## src/rtl/spi_master_pkg.sv

```systemverilog
// spi_master_pkg: shared constants and types for the buffered SPI master.
//   - register word offsets on the CPU I/O window
//   - CTRL register bit positions
//   - shifter FSM state type
//   - default FIFO depth
package spi_master_pkg;

  localparam logic [1:0] ADDR_CTRL = 2'd0;
  localparam logic [1:0] ADDR_DATA = 2'd1;
  localparam logic [1:0] ADDR_DIV  = 2'd2;

  localparam int CTRL_CS       = 0;
  localparam int CTRL_BUSY     = 1;
  localparam int CTRL_TX_FULL  = 2;
  localparam int CTRL_RX_EMPTY = 3;
  localparam int CTRL_TX_OVF   = 4;
  localparam int CTRL_TX_CNT   = 8;
  localparam int CTRL_RX_CNT   = 12;

  localparam int DEFAULT_FIFO_DEPTH = 8;

  typedef enum logic [1:0] {
    ST_IDLE,
    ST_LOW,
    ST_HIGH
  } shift_state_t;

endpackage

```

## src/rtl/spi_master_if.sv

```systemverilog
// spi_master_if: MicroBlaze I/O bus slice seen by the SPI master.
//   master modport: CPU side (drives select, strobes, address, write data)
//   slave modport : peripheral side (returns registered read data and ready)
interface spi_master_if;
  logic        io_sel;
  logic        io_addr_strobe;
  logic        io_read_strobe;
  logic        io_write_strobe;
  logic [1:0]  io_addr;
  logic [31:0] io_write_data;
  logic [31:0] io_read_data;
  logic        io_ready;

  modport master (
    output io_sel, io_addr_strobe, io_read_strobe, io_write_strobe,
    output io_addr, io_write_data,
    input  io_read_data, io_ready
  );

  modport slave (
    input  io_sel, io_addr_strobe, io_read_strobe, io_write_strobe,
    input  io_addr, io_write_data,
    output io_read_data, io_ready
  );
endinterface

```

## src/rtl/spi_fifo.sv

```systemverilog
// spi_fifo: synchronous FIFO with first-word-fall-through output.
//   clk, rst      : clock, asynchronous active-high reset
//   push, din     : write request and data (accepted when full if a pop
//                   happens in the same cycle)
//   pop, dout     : read request and current head entry
//   full, empty   : status flags
//   count         : number of stored entries
module spi_fifo #(
  parameter int WIDTH = 8,
  parameter int DEPTH = 8
) (
  input  logic                       clk,
  input  logic                       rst,
  input  logic                       push,
  input  logic                       pop,
  input  logic [WIDTH-1:0]           din,
  output logic [WIDTH-1:0]           dout,
  output logic                       full,
  output logic                       empty,
  output logic [$clog2(DEPTH):0]     count
);

  localparam int AW = $clog2(DEPTH);
  localparam int CW = AW + 1;

  logic [WIDTH-1:0] mem [DEPTH];
  logic [AW-1:0]    wr_ptr;
  logic [AW-1:0]    rd_ptr;
  logic [CW-1:0]    cnt;
  logic             do_push;
  logic             do_pop;

  assign empty   = (cnt == '0);
  assign full    = (cnt == CW'(DEPTH));
  assign count   = cnt;
  assign dout    = mem[rd_ptr];
  assign do_pop  = pop && !empty;
  assign do_push = push && (!full || do_pop);

  always_ff @(posedge clk or posedge rst) begin
    if (rst) begin
      wr_ptr <= '0;
      rd_ptr <= '0;
      cnt    <= '0;
    end else begin
      if (do_push) wr_ptr <= wr_ptr + AW'(1);
      if (do_pop)  rd_ptr <= rd_ptr + AW'(1);
      cnt <= cnt + CW'(do_push) - CW'(do_pop);
    end
  end

  always_ff @(posedge clk) begin
    if (do_push) mem[wr_ptr] <= din;
  end

endmodule

```

## src/rtl/spi_master.sv

```systemverilog
// spi_master: buffered SPI master (mode 3) on the MicroBlaze I/O bus.
//   clk_48, rst : system clock, asynchronous active-high reset
//   io          : I/O bus slave (CTRL/DATA/DIV registers, registered reads,
//                 one-cycle io_ready)
//   spi_cs      : chip select, active-low, firmware controlled
//   spi_clk     : SPI clock, idles high, half-period DIV+1 cycles
//   spi_mosi    : serial out, MSB first
//   spi_miso    : serial in, sampled on the rising spi_clk
// Build option SPI_MASTER_RX_FIFO_EN: received bytes go into an RX FIFO and
// the shifter stalls while it is full. Without it a single holding register
// is overwritten at every byte end and DATA reads do not pop.
module spi_master
  import spi_master_pkg::*;
#(
  parameter int FIFO_DEPTH = DEFAULT_FIFO_DEPTH,
  parameter int DIV_W      = 8
) (
  input  logic       clk_48,
  input  logic       rst,
  spi_master_if.slave io,
  output logic       spi_cs,
  output logic       spi_clk,
  output logic       spi_mosi,
  input  logic       spi_miso
);

  localparam int CNT_W = $clog2(FIFO_DEPTH) + 1;

  logic acc, wr, rd, wr_ctrl, wr_data, wr_div;
  assign acc     = io.io_addr_strobe && io.io_sel;
  assign wr      = acc && io.io_write_strobe;
  assign rd      = acc && io.io_read_strobe;
  assign wr_ctrl = wr && (io.io_addr == ADDR_CTRL);
  assign wr_data = wr && (io.io_addr == ADDR_DATA);
  assign wr_div  = wr && (io.io_addr == ADDR_DIV);

  logic unused_bits;
  assign unused_bits = ^io.io_write_data[31:8];

  logic             cs_reg, tx_ovf;
  logic [DIV_W-1:0] div_reg, div_lat, hp_cnt;
  shift_state_t     state;
  logic [3:0]       bit_cnt;
  logic [7:0]       shreg, rx_byte;
  logic             hp_done, start_ok, load_byte, rx_push, rx_ok;

  logic             tx_pop, tx_full, tx_empty;
  logic [7:0]       tx_dout;
  logic [CNT_W-1:0] tx_count;

  spi_fifo #(.WIDTH(8), .DEPTH(FIFO_DEPTH)) u_tx_fifo (
    .clk(clk_48), .rst(rst),
    .push(wr_data), .pop(tx_pop), .din(io.io_write_data[7:0]),
    .dout(tx_dout), .full(tx_full), .empty(tx_empty), .count(tx_count)
  );

  logic       rx_empty_bit;
  logic [3:0] rx_count_fld;
  logic [7:0] data_rd;

`ifdef SPI_MASTER_RX_FIFO_EN
  logic             rx_full, rx_empty;
  logic [7:0]       rx_dout;
  logic [CNT_W-1:0] rx_count;

  spi_fifo #(.WIDTH(8), .DEPTH(FIFO_DEPTH)) u_rx_fifo (
    .clk(clk_48), .rst(rst),
    .push(rx_push), .pop(rd && (io.io_addr == ADDR_DATA)), .din(rx_byte),
    .dout(rx_dout), .full(rx_full), .empty(rx_empty), .count(rx_count)
  );

  assign rx_ok        = !rx_full;
  assign rx_empty_bit = rx_empty;
  assign rx_count_fld = 4'(rx_count);
  assign data_rd      = rx_empty ? 8'h00 : rx_dout;
`else
  logic [7:0] rx_hold;

  always_ff @(posedge clk_48 or posedge rst) begin
    if (rst)          rx_hold <= '0;
    else if (rx_push) rx_hold <= rx_byte;
  end

  assign rx_ok        = 1'b1;
  assign rx_empty_bit = 1'b0;
  assign rx_count_fld = 4'd0;
  assign data_rd      = rx_hold;
`endif

  assign hp_done   = (hp_cnt == '0);
  assign start_ok  = !tx_empty && rx_ok;
  assign load_byte = start_ok &&
                     ((state == ST_IDLE) ||
                      (state == ST_HIGH && hp_done && bit_cnt == 4'd0));
  assign tx_pop    = load_byte;
  // The byte is complete at the 8th rising edge; pushing it there makes it
  // readable while spi_clk is still high instead of a half-period later.
  assign rx_push   = (state == ST_LOW) && hp_done && (bit_cnt == 4'd1);
  assign rx_byte   = {shreg[6:0], spi_miso};

  always_ff @(posedge clk_48 or posedge rst) begin
    if (rst) begin
      state    <= ST_IDLE;
      spi_clk  <= 1'b1;
      spi_mosi <= 1'b1;
      shreg    <= '0;
      bit_cnt  <= '0;
      hp_cnt   <= '0;
      div_lat  <= '0;
    end else if (load_byte) begin
      state    <= ST_LOW;
      spi_clk  <= 1'b0;
      spi_mosi <= tx_dout[7];
      shreg    <= tx_dout;
      bit_cnt  <= 4'd8;
      div_lat  <= div_reg;
      hp_cnt   <= div_reg;
    end else begin
      case (state)
        ST_LOW: begin
          if (hp_done) begin
            state   <= ST_HIGH;
            spi_clk <= 1'b1;
            shreg   <= rx_byte;
            bit_cnt <= bit_cnt - 4'd1;
            hp_cnt  <= div_lat;
          end else begin
            hp_cnt <= hp_cnt - DIV_W'(1);
          end
        end
        ST_HIGH: begin
          if (!hp_done) begin
            hp_cnt <= hp_cnt - DIV_W'(1);
          end else if (bit_cnt != 4'd0) begin
            state    <= ST_LOW;
            spi_clk  <= 1'b0;
            spi_mosi <= shreg[7];
            hp_cnt   <= div_lat;
          end else begin
            state <= ST_IDLE;
          end
        end
        default: ;
      endcase
    end
  end

  logic [31:0] rdata;

  always_comb begin
    rdata = '0;
    case (io.io_addr)
      ADDR_CTRL: begin
        rdata[CTRL_CS]          = cs_reg;
        rdata[CTRL_BUSY]        = (state != ST_IDLE) || !tx_empty;
        rdata[CTRL_TX_FULL]     = tx_full;
        rdata[CTRL_RX_EMPTY]    = rx_empty_bit;
        rdata[CTRL_TX_OVF]      = tx_ovf;
        rdata[CTRL_TX_CNT +: 4] = 4'(tx_count);
        rdata[CTRL_RX_CNT +: 4] = rx_count_fld;
      end
      ADDR_DATA: rdata = {24'h0, data_rd};
      ADDR_DIV:  rdata = 32'(div_reg);
      default:   rdata = '0;
    endcase
  end

  always_ff @(posedge clk_48 or posedge rst) begin
    if (rst) begin
      cs_reg          <= 1'b1;
      tx_ovf          <= 1'b0;
      div_reg         <= '0;
      io.io_ready     <= 1'b0;
      io.io_read_data <= '0;
    end else begin
      io.io_ready <= acc && (io.io_read_strobe || io.io_write_strobe);
      if (rd) io.io_read_data <= rdata;
      if (wr_ctrl) cs_reg <= io.io_write_data[CTRL_CS];
      if (wr_div) div_reg <= io.io_write_data[DIV_W-1:0];
      // A push into a full FIFO survives only when the shifter pops that cycle.
      if (wr_data && tx_full && !tx_pop)
        tx_ovf <= 1'b1;
      else if (wr_ctrl && io.io_write_data[CTRL_TX_OVF])
        tx_ovf <= 1'b0;
    end
  end

  assign spi_cs = cs_reg;

endmodule

```

## src/flat_wrapper.sv

```systemverilog
// flat-port wrapper written by rule: the top's interface ports become plain ports
module spi_master_flat import spi_master_pkg::*;
#(
  parameter int FIFO_DEPTH = DEFAULT_FIFO_DEPTH,
  parameter int DIV_W      = 8
)
  (clk_48, rst, spi_cs, spi_clk, spi_mosi, spi_miso, io_io_sel, io_io_addr_strobe, io_io_read_strobe, io_io_write_strobe, io_io_addr, io_io_write_data, io_io_read_data, io_io_ready);
  spi_master_if io_i ();
  input  logic clk_48;
  input  logic rst;
  output logic spi_cs;
  output logic spi_clk;
  output logic spi_mosi;
  input  logic spi_miso;
  input wire logic [$bits(io_i.io_sel)-1:0] io_io_sel;
  input wire logic [$bits(io_i.io_addr_strobe)-1:0] io_io_addr_strobe;
  input wire logic [$bits(io_i.io_read_strobe)-1:0] io_io_read_strobe;
  input wire logic [$bits(io_i.io_write_strobe)-1:0] io_io_write_strobe;
  input wire logic [$bits(io_i.io_addr)-1:0] io_io_addr;
  input wire logic [$bits(io_i.io_write_data)-1:0] io_io_write_data;
  output wire logic [$bits(io_i.io_read_data)-1:0] io_io_read_data;
  output wire logic [$bits(io_i.io_ready)-1:0] io_io_ready;
  assign io_i.io_sel = io_io_sel;
  assign io_i.io_addr_strobe = io_io_addr_strobe;
  assign io_i.io_read_strobe = io_io_read_strobe;
  assign io_i.io_write_strobe = io_io_write_strobe;
  assign io_i.io_addr = io_io_addr;
  assign io_i.io_write_data = io_io_write_data;
  assign io_io_read_data = io_i.io_read_data;
  assign io_io_ready = io_i.io_ready;
  spi_master #(.FIFO_DEPTH(FIFO_DEPTH), .DIV_W(DIV_W)) u_core (.clk_48(clk_48), .rst(rst), .io(io_i), .spi_cs(spi_cs), .spi_clk(spi_clk), .spi_mosi(spi_mosi), .spi_miso(spi_miso));
endmodule
```

## config.mk

```make
export PLATFORM = sky130hd
export DESIGN_NAME = spi_master_flat
export DESIGN_NICKNAME = d
export VERILOG_FILES = /design/src/rtl/spi_master_pkg.sv /design/src/rtl/spi_master_if.sv /design/src/rtl/spi_fifo.sv /design/src/rtl/spi_master.sv /design/src/flat_wrapper.sv
export SDC_FILE = /design/constraint.sdc
export NUM_CORES = 1
export LEC_CHECK = 0
export CELL_PAD_IN_SITES_DETAIL_PLACEMENT = 1
export CELL_PAD_IN_SITES_GLOBAL_PLACEMENT = 1
export CORE_UTILIZATION = 45
export DETAILED_ROUTE_END_ITERATION = 8
export GPL_TIMING_DRIVEN = 0
export PLACE_DENSITY = 0.77
export SLEW_MARGIN = 20
export SYNTH_ARGS = -nofsm -noshare
export SYNTH_HDL_FRONTEND = slang
export SYNTH_SLANG_ARGS = --single-unit
```

## constraint.sdc

```tcl
create_clock -name clk_48 -period 4.03 [get_ports clk_48]
set_clock_uncertainty 0.1 [all_clocks]
set_input_delay 0.403 -clock clk_48 [delete_from_list [all_inputs] [get_ports clk_48]]
set_output_delay 0.403 -clock clk_48 [all_outputs]
set_load 0.02 [all_outputs]
```

==> metrics.yaml, run 1 <==
clkTransAtPathRegs_ns: 0.06
drive_gt1_share_pct: 20.0
coreArea_mm2: 0.0134
synth_top_area_share_pct: 30.6
drtIter0Drc: 227
wl_per_cell_um: 21.1
start_util_pct: 46.8
period_needed_ns: 3.64
synth_area_leaders: "edfxtp_1 (31%), dfrtp_1 (28%), mux4_2 (5.7%)"
area_delta_synth_final_pct: 20.7
ys_warn_count: 0
viasPerCell: 5.69
cts_tree: "done"
path_class: "flip-flop to flip-flop"
port-buffer-count: 32
mostFrequentLayoutCells: "nand2_1 (73), dfrtp_1 (70), edfxtp_1 (64)"
clockBufferDepth: 2
num_antenna_cells: 0
max_slew.worst_pin.slew_ns: 0.901
reg2reg_slack_ns: 0.39
die_area_mm2: 0.0144
insertion_delay_ns: 0.42
die_w_um: 120
grt_start_max_net_pins: 38
detail_route.wirelength_um: 15800
nets: 623
largest_register_ff_count: 64
n_fill_cell: 1358
fmax_mhz: 275
setup_viol: 0
ant_nets: 0
endpoint_kind: "flip-flop"
status: "completed"
cts_max_level: 4
top_regs: "u_core.u_tx_fifo.mem (64), u_core.io.io_read_data (12)"
final-hold-violation-count: 0
first_pass_iters: 4
cts_resized: 0
ioPinCount: 77
synth_top_area_cell: "edfxtp_1"
fin_setup_tns_ns: 0
synth.distinct_cells: 61
grt.overflow.total: 0
ys_ff_latch: 137
postSynthAreaPerCell_um2: 12.9
rsz0062_at_grt: "false"
synth_edf_count: 64
numCtsBuffers: 17
synthFlopType: "dfrtp_1"
antenna_found_initial: 0
postSynthCellCount: 487
row_count: 42
grt_util_all_layers_pct: 24.0
powerDensity_mw_per_mm2: 720
max_slew_margin_pct: 39.6
clockRootBuffer: "clkbuf_16"
hpwl_um: 10500
worstPathRequired_ns: 4.27
peakVddDrop_v: 0.000409
critPathArrivalTime_ns: 3.88
cp_max_fo: 10
critPathLaunchType: "flip-flop"
slew_violations: 0
gp_congestion: 0.878
grt_pass1_wl_um: 25600
num_vias: 4264
cap_violations: 0
synthesis.area_mm2: 0.00627
ys_seq_area_share_pct: 59.8
die_h_um: 120
p_leak_uw: 0.00307
largest-register: "u_core.u_tx_fifo.mem"
postCtsSetupBuffers: 0
hold_buffers: 0
worstHoldPathType: "input port to async pin"
post-route-util_pct: 56.5
finalCritPeriodShare_pct: 90.4
ys_async_sr_fraction_pct: 53.3
drc: 0
final_common_cell: "nand2_1"
clock_sinks: 137
grt_pass1_vias: 4592
-- cell families (layout without fill, tap and decap cells) --
logic type	count (synthesis)	after routing	synth area share, %
compound gates	79	79	8.52
other cells	1	20	0.0598
flops	137	137	59.8
fa+ha+maj	21	21	4.31
mux	36	36	9.30
simple gates	145	145	11.7
xor+xnor	11	11	1.54
buf+inv	57	125	4.73
-- worst paths after layout --
| path | start | endpoint | cells after the start |
|---|---|---|---|
| max | u_core.state[0] | u_core.u_tx_fifo.count[3] | 13 |
| min reg2reg | u_core.div_lat[0] | u_core.div_lat[0] | 2 |
| min | rst | u_core.div_lat[2] | 2 |
| min in group clk_48 | u_core.div_lat[0] | u_core.div_lat[0] | 2 |
| max in group asynchronous | rst | u_core.spi_cs | 3 |
| max reg2reg | u_core.state[0] | u_core.u_tx_fifo.count[3] | 13 |
-- cell usage after synthesis (3+ instances only) --
| library cell | instances |
|---|---|
| a211oi_1 | 10 |
| a21oi_1 | 15 |
| a221o_1 | 3 |
| a222oi_1 | 4 |
| a22o_1 | 3 |
| a22oi_1 | 4 |
| a31oi_1 | 9 |
| and3_1 | 4 |
| buf_2 | 6 |
| buf_4 | 20 |
| clkbuf_1 | 13 |
| dfrtp_1 | 70 |
| dfstp_2 | 3 |
| edfxtp_1 | 64 |
| ha_1 | 20 |
| inv_1 | 15 |
| mux2_2 | 18 |
| mux4_2 | 16 |
| nand2_1 | 73 |
| nand2b_1 | 5 |
| nand3_1 | 10 |
| nand4_1 | 4 |
| nor2_1 | 12 |
| nor2b_1 | 9 |
| nor3_1 | 5 |
| nor3b_1 | 5 |
| o21ai_0 | 16 |
| or3_1 | 3 |
| xnor2_1 | 5 |
| xor2_1 | 6 |
-- routing by layer --
layer | global-route usage [%] | vias to the layer above | wire length (um)
met5 | 0 | - | 0
met2 | 41.4 | 109 | 8180
met4 | 9.69 | 0 | 361
met1 | 30.0 | 2222 | 6650
li1 | - | 1903 | -
met3 | 3.99 | 30 | 644
-- stage by stage --
| stage | power, uW | cell area (um2) | hold slack, ns | setup WS (ns) | std cells |
|---|---|---|---|---|---|
| after global routing | 5720 | 7570 | 0.306 | 0.250 | 750 |
| after CTS | 5470 | 7570 | 0.280 | 0.419 | 750 |
| final | 5450 | 7570 | 0.262 | 0.388 | 750 |
| after floorplan | 3230 | 6340 | 0.341 | 1.04 | 506 |
| after detailed placement | 3790 | 6960 | 0.358 | 0.520 | 718 |
| after global placement | 3690 | 6880 | 0.356 | -0.151 | 714 |
-- worst max-delay path, stage by stage, from the launching register on --
cell and delay (ns):
dfrtp_1 0.40, inv_1 0.12, ha_1 0.30, nand4bb_1 0.42
nor3_4 0.43, o21ai_1 0.19, inv_2 0.21, buf_2 0.30
ha_1 0.20, inv_1 0.07, ha_1 0.28, a21o_1 0.18
a21oi_1 0.17, xor2_1 0.18
-- layout make-up --
class                           instances  area, um2  share of cell area (%)
Multi-Input combinational cell        312       2330                    30.8
Sequential cell                       137       3750                    49.6
Clock buffer                           19        433                    5.72
Tap cell                              176        220                    2.91
Inverter                               16       62.6                   0.826
Buffer                                 41        236                    3.12
Clock inverter                         13        178                    2.35
Timing Repair Buffer                   36        355                    4.69
-- power breakdown --
part	total, uW	switching [uW]	internal (uW)
Sequential	1980	246	1740
Clock	1630	600	1030
Combinational	1830	1050	780
Total	5450	1900	3550
Power figures use the tool's default switching activity.
==> run 2: changes to the inputs <==
--- a/config.mk
+++ b/config.mk
@@ -5,12 +5,14 @@
 export SDC_FILE = /design/constraint.sdc
 export NUM_CORES = 1
 export LEC_CHECK = 0
+export ABC_AREA = 1
 export CELL_PAD_IN_SITES_DETAIL_PLACEMENT = 1
 export CELL_PAD_IN_SITES_GLOBAL_PLACEMENT = 1
-export CORE_UTILIZATION = 45
+export CORE_UTILIZATION = 44
 export DETAILED_ROUTE_END_ITERATION = 8
 export GPL_TIMING_DRIVEN = 0
-export PLACE_DENSITY = 0.77
+export PLACE_DENSITY_LB_ADDON = 0.1
+export SETUP_SLACK_MARGIN = 0.15
 export SLEW_MARGIN = 20
 export SYNTH_ARGS = -nofsm -noshare
 export SYNTH_HDL_FRONTEND = slang
==> run 2 against run 1 <==
Global-route usage down 0.67 points. Clock power is 6% lower. First-iteration DRC count rose by 32%. Combinational power grew 9.8%. Fmax rose by 21%. Sequential share of layout area fell by 0.20 points. Design area up 0.40%. Critical path depth up 2. Sequential power is 4% lower. Synthesized area rose by 1.8%. Count of clock-buffer cells in the layout decreased by 1. Via count is 11% higher. Critical endpoint is now u_core.u_tx_fifo.count[2].
==> metrics.yaml, run 2 <==
status: "completed"
path_class: "flip-flop to flip-flop"
endpoint_kind: "flip-flop"
row_count: 43  # +2.4%
detail_route.wirelength_um: 16000  # +1.0%
setup_slack_ns: 1.02  # +0.633 ns
fmax_mhz: 332  # +21%
clockRootBuffer: "clkbuf_16"
reg2regPathDepth: 15  # +2
ioPinCount: 77  # unchanged
ant_nets: 0  # unchanged
critPathArrivalTime_ns: 3.22  # -0.66 ns
synth_edf_count: 64  # unchanged
synthFlopType: "dfrtp_1"
finalCritPeriodShare_pct: 74.7  # -16 points
synth_commonest_cells: "nand2_1 (136), dfrtp_1 (70), edfxtp_1 (64)"
num_antenna_cells: 0  # unchanged
powerDensity_mw_per_mm2: 718  # -0.16%
cap_violations: 0  # unchanged
die_area_mm2: 0.0150  # +4.0%
ys_ff_latch: 137  # unchanged
nets: 771  # +24%
peakVddDrop_v: 0.000404  # -1.3%
clkTransAtPathRegs_ns: 0.06  # about the same
die_h_um: 122  # +2.0%
die_w_um: 122  # +2.0%
numCtsBuffers: 17  # unchanged
final_common_cell: "nand2_1"
slew_violations: 0  # unchanged
cp_max_fo: 10  # unchanged
post-route-util_pct: 54.1  # -2.4 points
ys_async_sr_fraction_pct: 53.3  # unchanged
port-buffer-count: 32  # unchanged
final-hold-violation-count: 0  # unchanged
ys_warn_count: 0  # unchanged
synth.distinct_cells: 42  # -31%
fin_setup_tns_ns: 0  # unchanged
drive_gt1_share_pct: 12.3  # -7.7 points
postSynthAreaPerCell_um2: 10.0  # -22%
viasPerCell: 5.25  # -7.7%
r2r_start: "u_core.hp_cnt[0]"
gp_congestion: 0.803  # -8.5%
critPathLaunchType: "flip-flop"
worstPathRequired_ns: 4.24  # -0.03 ns
grt_util_all_layers_pct: 23.4  # -0.67 points
largest-register: "u_core.u_tx_fifo.mem"
grt_start_max_net_pins: 39  # +2.6%
synth_area_leaders: "edfxtp_1 (30%), dfrtp_1 (27%), nand2_1 (8.0%)"
grt.overflow.total: 0  # unchanged
cts_resized: 0  # unchanged
clockBufferDepth: 2  # unchanged
antenna_found_initial: 0  # unchanged
largest_register_ff_count: 64  # unchanged
coreArea_mm2: 0.0140  # +4.8%
drc: 0  # unchanged
start_util_pct: 45.5  # -1.4 points
postSynthCellCount: 638  # +31%
max_slew_margin_pct: 37.4  # -2.2 points
postCtsSetupBuffers: 0  # unchanged
reg2reg_slack_ns: 1.02  # +0.63 ns
num_vias: 4735  # +11%
ys_seq_area_share_pct: 58.8  # -1.0 points
r2r-end: "u_core.u_tx_fifo.count[2]"
p_leak_uw: 0.00333  # +8.5%
clock_sinks: 137  # unchanged
area_delta_synth_final_pct: 19.1
mostFrequentLayoutCells: "nand2_1 (136), dfrtp_1 (70), edfxtp_1 (64)"
synth_top_area_share_pct: 30.1  # -0.53 points
top_regs: "u_core.u_tx_fifo.mem (64), u_core.io.io_read_data (12)"
stdcell_area_mm2: 0.00760  # +0.40%
first_pass_iters: 4  # unchanged
insertion_delay_ns: 0.43  # about the same
worstHoldPathType: "input port to async pin"
place_area_mm2: 0.00702  # +0.88%
grt_pass1_wl_um: 26000  # +1.5%
cts_tree: "done"
cts_max_level: 4  # unchanged
drtIter0Drc: 300  # +32%
rsz0062_at_grt: "false"
hpwl_um: 11400  # +8.4%
yosysMostFrequentCell: "nand2_1"
synthesis.area_mm2: 0.00638  # +1.8%
power_uw: 5460  # +0.24%
period_needed_ns: 3.01  # -0.633 ns
wl_per_cell_um: 17.7  # -16%
dp_slack_ns: 0.657  # +0.137 ns
grt_pass1_vias: 4884  # +6.4%
synth_top_area_cell: "edfxtp_1"
setup_viol: 0  # unchanged
hold_buffers: 0  # unchanged
max_slew.worst_pin.slew_ns: 0.936  # +0.0346 ns
==> run 2: cell types whose count changed in the layout (fill, tap and decap cells not counted), sizes merged, moves of 16 or more <==
cell,before,now
inv,17,62
mux2,18,2
mux4,16,0
nand2,73,144
nand3,10,37
nor2,13,63
o21ai,17,65
==> run 2: cell families after synthesis <==
logic type                 count (synthesis)  share of synthesized area, %
AOI/OAI and AO/OA                        120                          11.5
other                                      1                        0.0588
and+or+nand+nor                          249                          16.5
xor gates and xnor gates                   5                         0.686
muxes                                      2                         0.353
adders and majority gates                 21                          4.23
DFF                                      137                          58.8
buffers and inverters                    103                          7.82
==> run 2: final cells by class <==
| class | count | area [um2] |
|---|---|---|
| fill | 1584 | 6440 |
| sequential | 137 | 3750 |
| multi-input combinational | 417 | 2200 |
| clock buffer | 18 | 429 |
| timing repair buffer | 33 | 340 |
| buffer | 41 | 265 |
| inverter | 62 | 236 |
| tap | 180 | 225 |
| clock inverter | 14 | 150 |
==> run 2: how the worst max path moves through the flow <==
stage,end,start
4_1_cts,u_core.u_tx_fifo.count[2],u_core.hp_cnt[0]
6_report,u_core.u_tx_fifo.count[2],u_core.hp_cnt[0]
2_1_floorplan,u_core.u_tx_fifo.count[2],u_core.hp_cnt[0]
3_3_place_gp,u_core.hp_cnt[6],rst
3_5_place_dp,u_core.u_tx_fifo.mem[3][6],io_io_addr[1]
5_1_grt,u_core.u_tx_fifo.count[2],u_core.hp_cnt[0]
==> run 2: through the flow <==
stage / std cells / hold slack, ns
after CTS: 902 / 0.272
after global routing: 902 / 0.307
final: 902 / 0.265
after detailed placement: 870 / 0.354
after global placement: 869 / 0.353
after floorplan: 657 / 0.349
==> run 2: power breakdown <==
group	internal [uW]	switching (uW)	leakage, uW
Sequential	1720	185	0.00148
Combinational	697	1310	0.00157
Clock	913	628	0.000277
Total	3330	2130	0.00333
==> run 2: critical path: stages (launching register included) <==
cell	delay [ns]
dfrtp_1	0.41
inv_1	0.10
ha_1	0.20
nand2_1	0.15
nor2_8	0.08
nand2_2	0.08
nand2_2	0.08
nand2_2	0.09
buf_6	0.18
clkinv_2	0.14
buf_4	0.21
ha_1	0.28
inv_1	0.04
ha_1	0.20
fa_1	0.38
xor2_1	0.16
==> run 2: per-layer routing <==
metal / wire length (um) / GRT usage (%) / share of wire [%] / vias to the layer above
li1: - / - / - / 2254
met3: 519 / 4.41 / 3.2 / 12
met5: 0 / 0 / 0 / -
met1: 7330 / 30.9 / 46 / 2376
met2: 8010 / 38.6 / 50 / 93
met4: 146 / 7.55 / 0.91 / 0
